### config.mk
export PLATFORM = sky130hd
export DESIGN_NAME = fft_iter_addr_gen
export DESIGN_NICKNAME = d
export VERILOG_FILES = /design/src/rtl/fft_iter_addr_gen.sv
export SDC_FILE = /design/constraint.sdc
export NUM_CORES = 1
export LEC_CHECK = 0
export ABC_CLOCK_PERIOD_IN_PS = 3780
export CAP_MARGIN = 20
export CORE_MARGIN = 3
export CORE_UTILIZATION = 45
export CTS_CLUSTER_DIAMETER = 150
export CTS_CLUSTER_SIZE = 28
export DETAILED_ROUTE_END_ITERATION = 8
export HOLD_SLACK_MARGIN = 0.02
export PLACE_DENSITY = 0.77
export REMOVE_ABC_BUFFERS = 1
export SLEW_MARGIN = 20
export SYNTH_ARGS = -nofsm -noshare
export SYNTH_HDL_FRONTEND = slang
export SYNTH_SLANG_ARGS = --single-unit
### constraint.sdc
create_clock -name CLK -period 3.78 [get_ports CLK]
set_clock_uncertainty 0.05 [all_clocks]
set_input_delay 0.756 -clock CLK [delete_from_list [all_inputs] [get_ports CLK]]
set_output_delay 0.756 -clock CLK [all_outputs]
set_load 0.005 [all_outputs]
### src/rtl/fft_iter_addr_gen.sv
// Address generator for the iterative radix-2 DIT FFT: RAM read/write pairs and twiddle index.
// Optional FFT_AGEN_TWREG_EN adds one register stage on TW_ADDR for a registered twiddle ROM.
module fft_iter_addr_gen #(
    parameter int LAYERS      = 5,
    parameter int BUTTERFLYES = 16,
    parameter int LayWL       = 3,
    parameter int ButtWL      = 4
) (
    input  logic              CLK,
    input  logic              RST,
    input  logic              ADDR_RST,
    input  logic              ADDR_EN,
    input  logic              LAY_EN,
    input  logic              RD_LATCH,
    output logic [LAYERS-1:0] RD_ADDR_A,
    output logic [LAYERS-1:0] RD_ADDR_B,
    output logic [LAYERS-1:0] WR_ADDR_A,
    output logic [LAYERS-1:0] WR_ADDR_B,
    output logic [LAYERS-2:0] TW_ADDR,
    output logic [LayWL-1:0]  LAYER_IDX,
    output logic              LAST_BUT,
    output logic              DONE
);

    logic [ButtWL-1:0] r_b;
    logic [LayWL-1:0]  r_l;
    logic [LAYERS-1:0] r_rd_a;
    logic [LAYERS-1:0] r_rd_b;
    logic [LAYERS-1:0] r_wr_a;
    logic [LAYERS-1:0] r_wr_b;
    logic [LAYERS-2:0] r_tw;
    logic              r_last;
    logic              r_done;

    logic [ButtWL-1:0] w_b_nxt;
    logic [LayWL-1:0]  w_l_nxt;
    logic              w_done_nxt;
    logic [LAYERS-1:0] w_mask;
    logic [LAYERS-1:0] w_bx;
    logic [LAYERS-1:0] w_a;
    logic [LAYERS-1:0] w_bb;
    logic [ButtWL-1:0] w_pos;
    logic [LayWL-1:0]  w_tsh;
    logic [LAYERS-2:0] w_tw;
    logic              w_last;

    always_comb begin
        w_b_nxt    = r_b;
        w_l_nxt    = r_l;
        w_done_nxt = 1'b0;
        if (ADDR_RST) begin
            w_b_nxt = '0;
            w_l_nxt = '0;
        end else if (ADDR_EN) begin
            if (LAY_EN) begin
                w_b_nxt = '0;
                if (r_l == LayWL'(LAYERS-1)) begin
                    w_l_nxt    = '0;
                    w_done_nxt = 1'b1;
                end else begin
                    w_l_nxt = r_l + LayWL'(1);
                end
            end else if (r_b == ButtWL'(BUTTERFLYES-1)) begin
                w_b_nxt = '0;
            end else begin
                w_b_nxt = r_b + ButtWL'(1);
            end
        end
    end

    // Addresses come from the next-state counters so they move on the same edge as b/l
    always_comb begin
        w_mask = (LAYERS'(1) << w_l_nxt) - LAYERS'(1);
        w_bx   = {1'b0, w_b_nxt};
        w_a    = ((w_bx & ~w_mask) << 1) | (w_bx & w_mask);
        w_bb   = w_a | (LAYERS'(1) << w_l_nxt);
        w_pos  = w_b_nxt & w_mask[ButtWL-1:0];
        w_tsh  = LayWL'(LAYERS-1) - w_l_nxt;
        w_tw   = w_pos << w_tsh;
        w_last = (w_b_nxt == ButtWL'(BUTTERFLYES-1));
    end

    always_ff @(posedge CLK) begin
        if (RST) begin
            r_b    <= '0;
            r_l    <= '0;
            r_rd_a <= '0;
            r_rd_b <= LAYERS'(1);
            r_wr_a <= '0;
            r_wr_b <= LAYERS'(1);
            r_tw   <= '0;
            r_last <= 1'b0;
            r_done <= 1'b0;
        end else begin
            r_b    <= w_b_nxt;
            r_l    <= w_l_nxt;
            r_rd_a <= w_a;
            r_rd_b <= w_bb;
            r_tw   <= w_tw;
            r_last <= w_last;
            r_done <= w_done_nxt;
            if (ADDR_RST) begin
                r_wr_a <= '0;
                r_wr_b <= LAYERS'(1);
            end else if (RD_LATCH) begin
                r_wr_a <= r_rd_a;
                r_wr_b <= r_rd_b;
            end
        end
    end

`ifdef FFT_AGEN_TWREG_EN
    logic [LAYERS-2:0] r_tw_d;

    always_ff @(posedge CLK) begin
        if (RST) begin
            r_tw_d <= '0;
        end else begin
            r_tw_d <= r_tw;
        end
    end

    assign TW_ADDR = r_tw_d;
`else
    assign TW_ADDR = r_tw;
`endif

    assign RD_ADDR_A = r_rd_a;
    assign RD_ADDR_B = r_rd_b;
    assign WR_ADDR_A = r_wr_a;
    assign WR_ADDR_B = r_wr_b;
    assign LAYER_IDX = r_l;
    assign LAST_BUT  = r_last;
    assign DONE      = r_done;

endmodule
==> results.txt <==
* Run status: complete, no violations
- Number of synthesized flops with an enable pin: 0
- Port Buffer Count: 34
- Initial core utilization: 48.4%
- In the final routed layout, each cell accounts on average for 13.7 um.
* Family of cells with the greatest summed delay on the critical path: adder cells
- Syn Std Cell Area: 1530 um^2
- In the global route stage, met1 resource usage came out at 19.0%.
* XOR/XNOR Fraction of Synth Area: 1.15%
- Worst-path cell with the longest stage delay: clkdlybuf4s50_1
- Arr. time, crit path: 3.51 ns
* Io pins: 35
- Summing over every cut layer, the via total after detailed routing is 1269.
* H-tree depth: 2
* Post-CTS clock slew at the launch and capture registers of the worst setup and hold paths: 0.11 ns
- Fraction of the yosys area taken by sequential cells: 43.3%
- For this design, the sink count on the clock tree is 33.
- Summed over all layers, the routed wires come to 3310 um.
* Dominant synthesized flop cell: dfxtp_1
* # Post-CTS Setup Buffers: 0
- Kind of end point of the critical path: flip-flop
* Fraction of final layout cells sized beyond drive strength 1: 11.6%
- Of all flip-flops after synthesis, the portion carrying an async set or reset was 0%.
* Clock tree from TritonCTS: done
* P_leak: 0.000784 uW
* Filler cells: 276
- After floorplanning, the core was divided into 20 placement rows.
* Placement-stage cell area: 1910 um^2
- Hold buffer count at CTS: 0
* Number of design rule violations left after detail routing: 0
- The multi-input combinational cells in the finished layout cover a total of 790 um^2.
- Register cell area after layout: 661 um^2
- After Yosys synthesis, and, or, nand and nor cells account for 20.5% of the synthesized area.
* Cell taking the most area after synthesis: dfxtp_1
- Global-route met3 utilization: 6.33%
* Multiplexer fraction of the synthesized cell area: 8.52%
- Global routing used 17.2% of the available tracks.
* Wire length of the first global-routing pass: 5530 um
* Total design power: 604 uW
* Unrepaired setup endpoints after global routing: no
* Worst-Margin Slew: 0.577 ns
* CP startpoint kind: input pin
* Setup total negative slack: 0 ns
* Met2 usage in global routing: 28.7%
- Of the available clock period, the critical path in the final layout requires 87.2%.
* Number of nets in the layout: 213
- Layer with the highest usage after global routing: met2
- Final critical delay including setup and external delays: 3.30 ns
* Max-slew headroom: 61.4%
* Share of the synthesized area in compound gates (AO/OA/AOI/OAI): 13.4%
- The tool flagged a number of max-cap violations equal to 0.
* Final setup violation count: 0
* Cell at the root of the clock tree: clkbuf_4
- Routability-driven placement finished with a final weighted congestion of 0.917.
- The number of antenna violations at the first check in global routing is 0.
- Number of warning messages in the yosys log: 0
* Crit path kind: in2reg
- Clock buffer count from CTS: 5
- Global routing finished with a remaining overflow of 0.
- Data on the critical path is required at its endpoint by 3.99 ns.
- After synthesis, the largest family of logic cells by area is simple AND/OR/NAND/NOR gates.
- The total area inside the core boundary comes to 3150 um^2.
* Die X: 64.2 um
* Maximum VDD drop: 0.119 mV
* Cell with the most instances on the worst path: ha_1
- In this run the vertical extent of the chip is 64.2 um.
- Full die area: 4130 um^2
- Post-Synth Adder-Cell Area: 8.20%
- In this run the remaining antenna-violating nets after routing total 0.
- After routing the design area is 1960 um^2.
* Final HPWL from detailed placement: 2550 um
- The later pin in the worst-skew pair is clocked with a latency of 0.34 ns.
- Cell chain of the critical path: clkdlybuf4s50_1, nand2_2, mux2i_1, or2_1, ha_1, ha_1, inv_1, ha_1, xnor2_1, a31oi_1, a221oi_2
* Via count of the first global-routing pass: 1253
* Max-slew violation count: 0
* Number of antenna repair diodes: 0
- Max stage delay on crit path: 0.61 ns
- The average instance in the mapped netlist occupies 9.60 um^2.
- In this run, the number of DRC markers left after iteration 0 of detailed routing was 43.
* Clock buffer depth: 2
- Post-synthesis sequential element count: 33
- In this run the power density over the cells is 308 nW/um^2.
- The min-delay analysis places its worst path in the category reg2reg.
- Drt pass-1 iters: 4
- From synthesis to final layout, the design area changed by 28.4%.
- The final hold violation count was 0.
- Using the TritonRoute via totals, the vias-per-cell ratio works out to 5.24.
- The synthesized design devotes to its leading area cell type 43.3% of total area.
* Fmax achieved: 303 MHz
- Cell variety after synth: 44
- Largest net degree at the start of global routing: 15
* Quantity of gates resized following cts: 0
* Buf+Inv Stages, Crit Path: 2
- Area contributors post-synth: dfxtp_1 (43%), mux2i_1 (8.5%), ha_1 (8.2%), nor2_1 (5.2%), nand2_1 (2.7%)
- Maximum net fanout on the critical path: 7
- Post-synthesis instance total: 159
cell families after synthesis:
group / after synthesis
buffers and inverters: 16
AOI/OAI and AO/OA: 25
xor gates and xnor gates: 2
and+or+nand+nor: 60
muxes: 13
adders and majority gates: 10
DFF: 33
tightest hold or removal path: cells and delay by family, from the launching register on:
kind	cells	cell delay, ns
DFF	1	0.34
muxes	1	0.07
and+or+nand+nor	1	0.06
synth_stat cells (2+ instances only):
library cell  count
dfxtp_1          33
nor2_1           21
mux2i_1          13
nand2_1          11
ha_1             10
inv_1             8
a21oi_1           5
o21ai_0           5
clkbuf_1          3
nand2b_1          3
nand3_1           3
nor3_1            3
or2_2             3
a31oi_1           2
and2b_1           2
buf_6             2
inv_2             2
nor3b_1           2
o221ai_1          2
or3_1             2
power breakdown:
part	internal (uW)	switching (uW)	total [uW]
clock	69.9	123	193
combinational	26.4	31.9	58.3
sequential	351	2.40	353
cell type report:
class,instances,share of cell area [%]
Sequential cell,33,33.7
Tap cell,44,2.81
Inverter,10,1.91
Multi-Input combinational cell,110,40.3
Clock inverter,3,0.893
Timing Repair Buffer,37,18.5
Clock buffer,5,1.91
path summary, 6_finish.rpt:
kind | startpoint | end | slack [ns] | depth (start not counted)
hold / removal | RD_ADDR_B[0] | WR_ADDR_B[0] | 0.43 | 2
setup / recovery | LAY_EN | TW_ADDR[3] | 0.48 | 11
hold reg to reg | RD_ADDR_B[0] | WR_ADDR_B[0] | 0.43 | 2
setup reg to reg | LAYER_IDX[0] | TW_ADDR[3] | 0.85 | 12
placed cells by master, fill, tap and decap left out, types with 2 or more instances in the layout:
master / n
a21oi_1: 5
a31oi_1: 2
and2b_1: 2
buf_4: 3
clkbuf_4: 5
clkdlybuf4s50_1: 34
clkinv_2: 2
dfxtp_1: 33
ha_1: 10
inv_1: 8
inv_2: 2
mux2i_1: 13
nand2_1: 11
nand2b_1: 3
nand3_1: 3
nor2_1: 21
nor3_1: 3
nor3b_1: 2
o21ai_0: 5
o221ai_1: 2
or2_2: 3
or3_1: 2
flip-flops by register name, indices dropped and copies added (netlist names):
signal	count
WR_ADDR_A	5
DONE	1
LAYER_IDX	3
LAST_BUT	1
TW_ADDR	4
WR_ADDR_B	5
RD_ADDR_B	5
r_b	4
RD_ADDR_A	5
through the flow:
stage	util [%]	std cells	worst slack [ns]	hold slack, ns
after floorplan	-	153	0.881	0.415
after global placement	60.4	234	0.261	0.409
after detailed placement	60.4	234	0.153	0.416
after CTS	62.2	242	0.507	0.441
after global routing	62.2	242	0.263	0.476
final	62.2	242	0.483	0.429
routing by layer:
layer	vias to the layer above	wire [um]
met4	0	113
met3	15	235
met1	575	1410
met2	54	1540
li1	625	-
met5	-	0
Note: power is estimated with default switching activity, not from simulation.
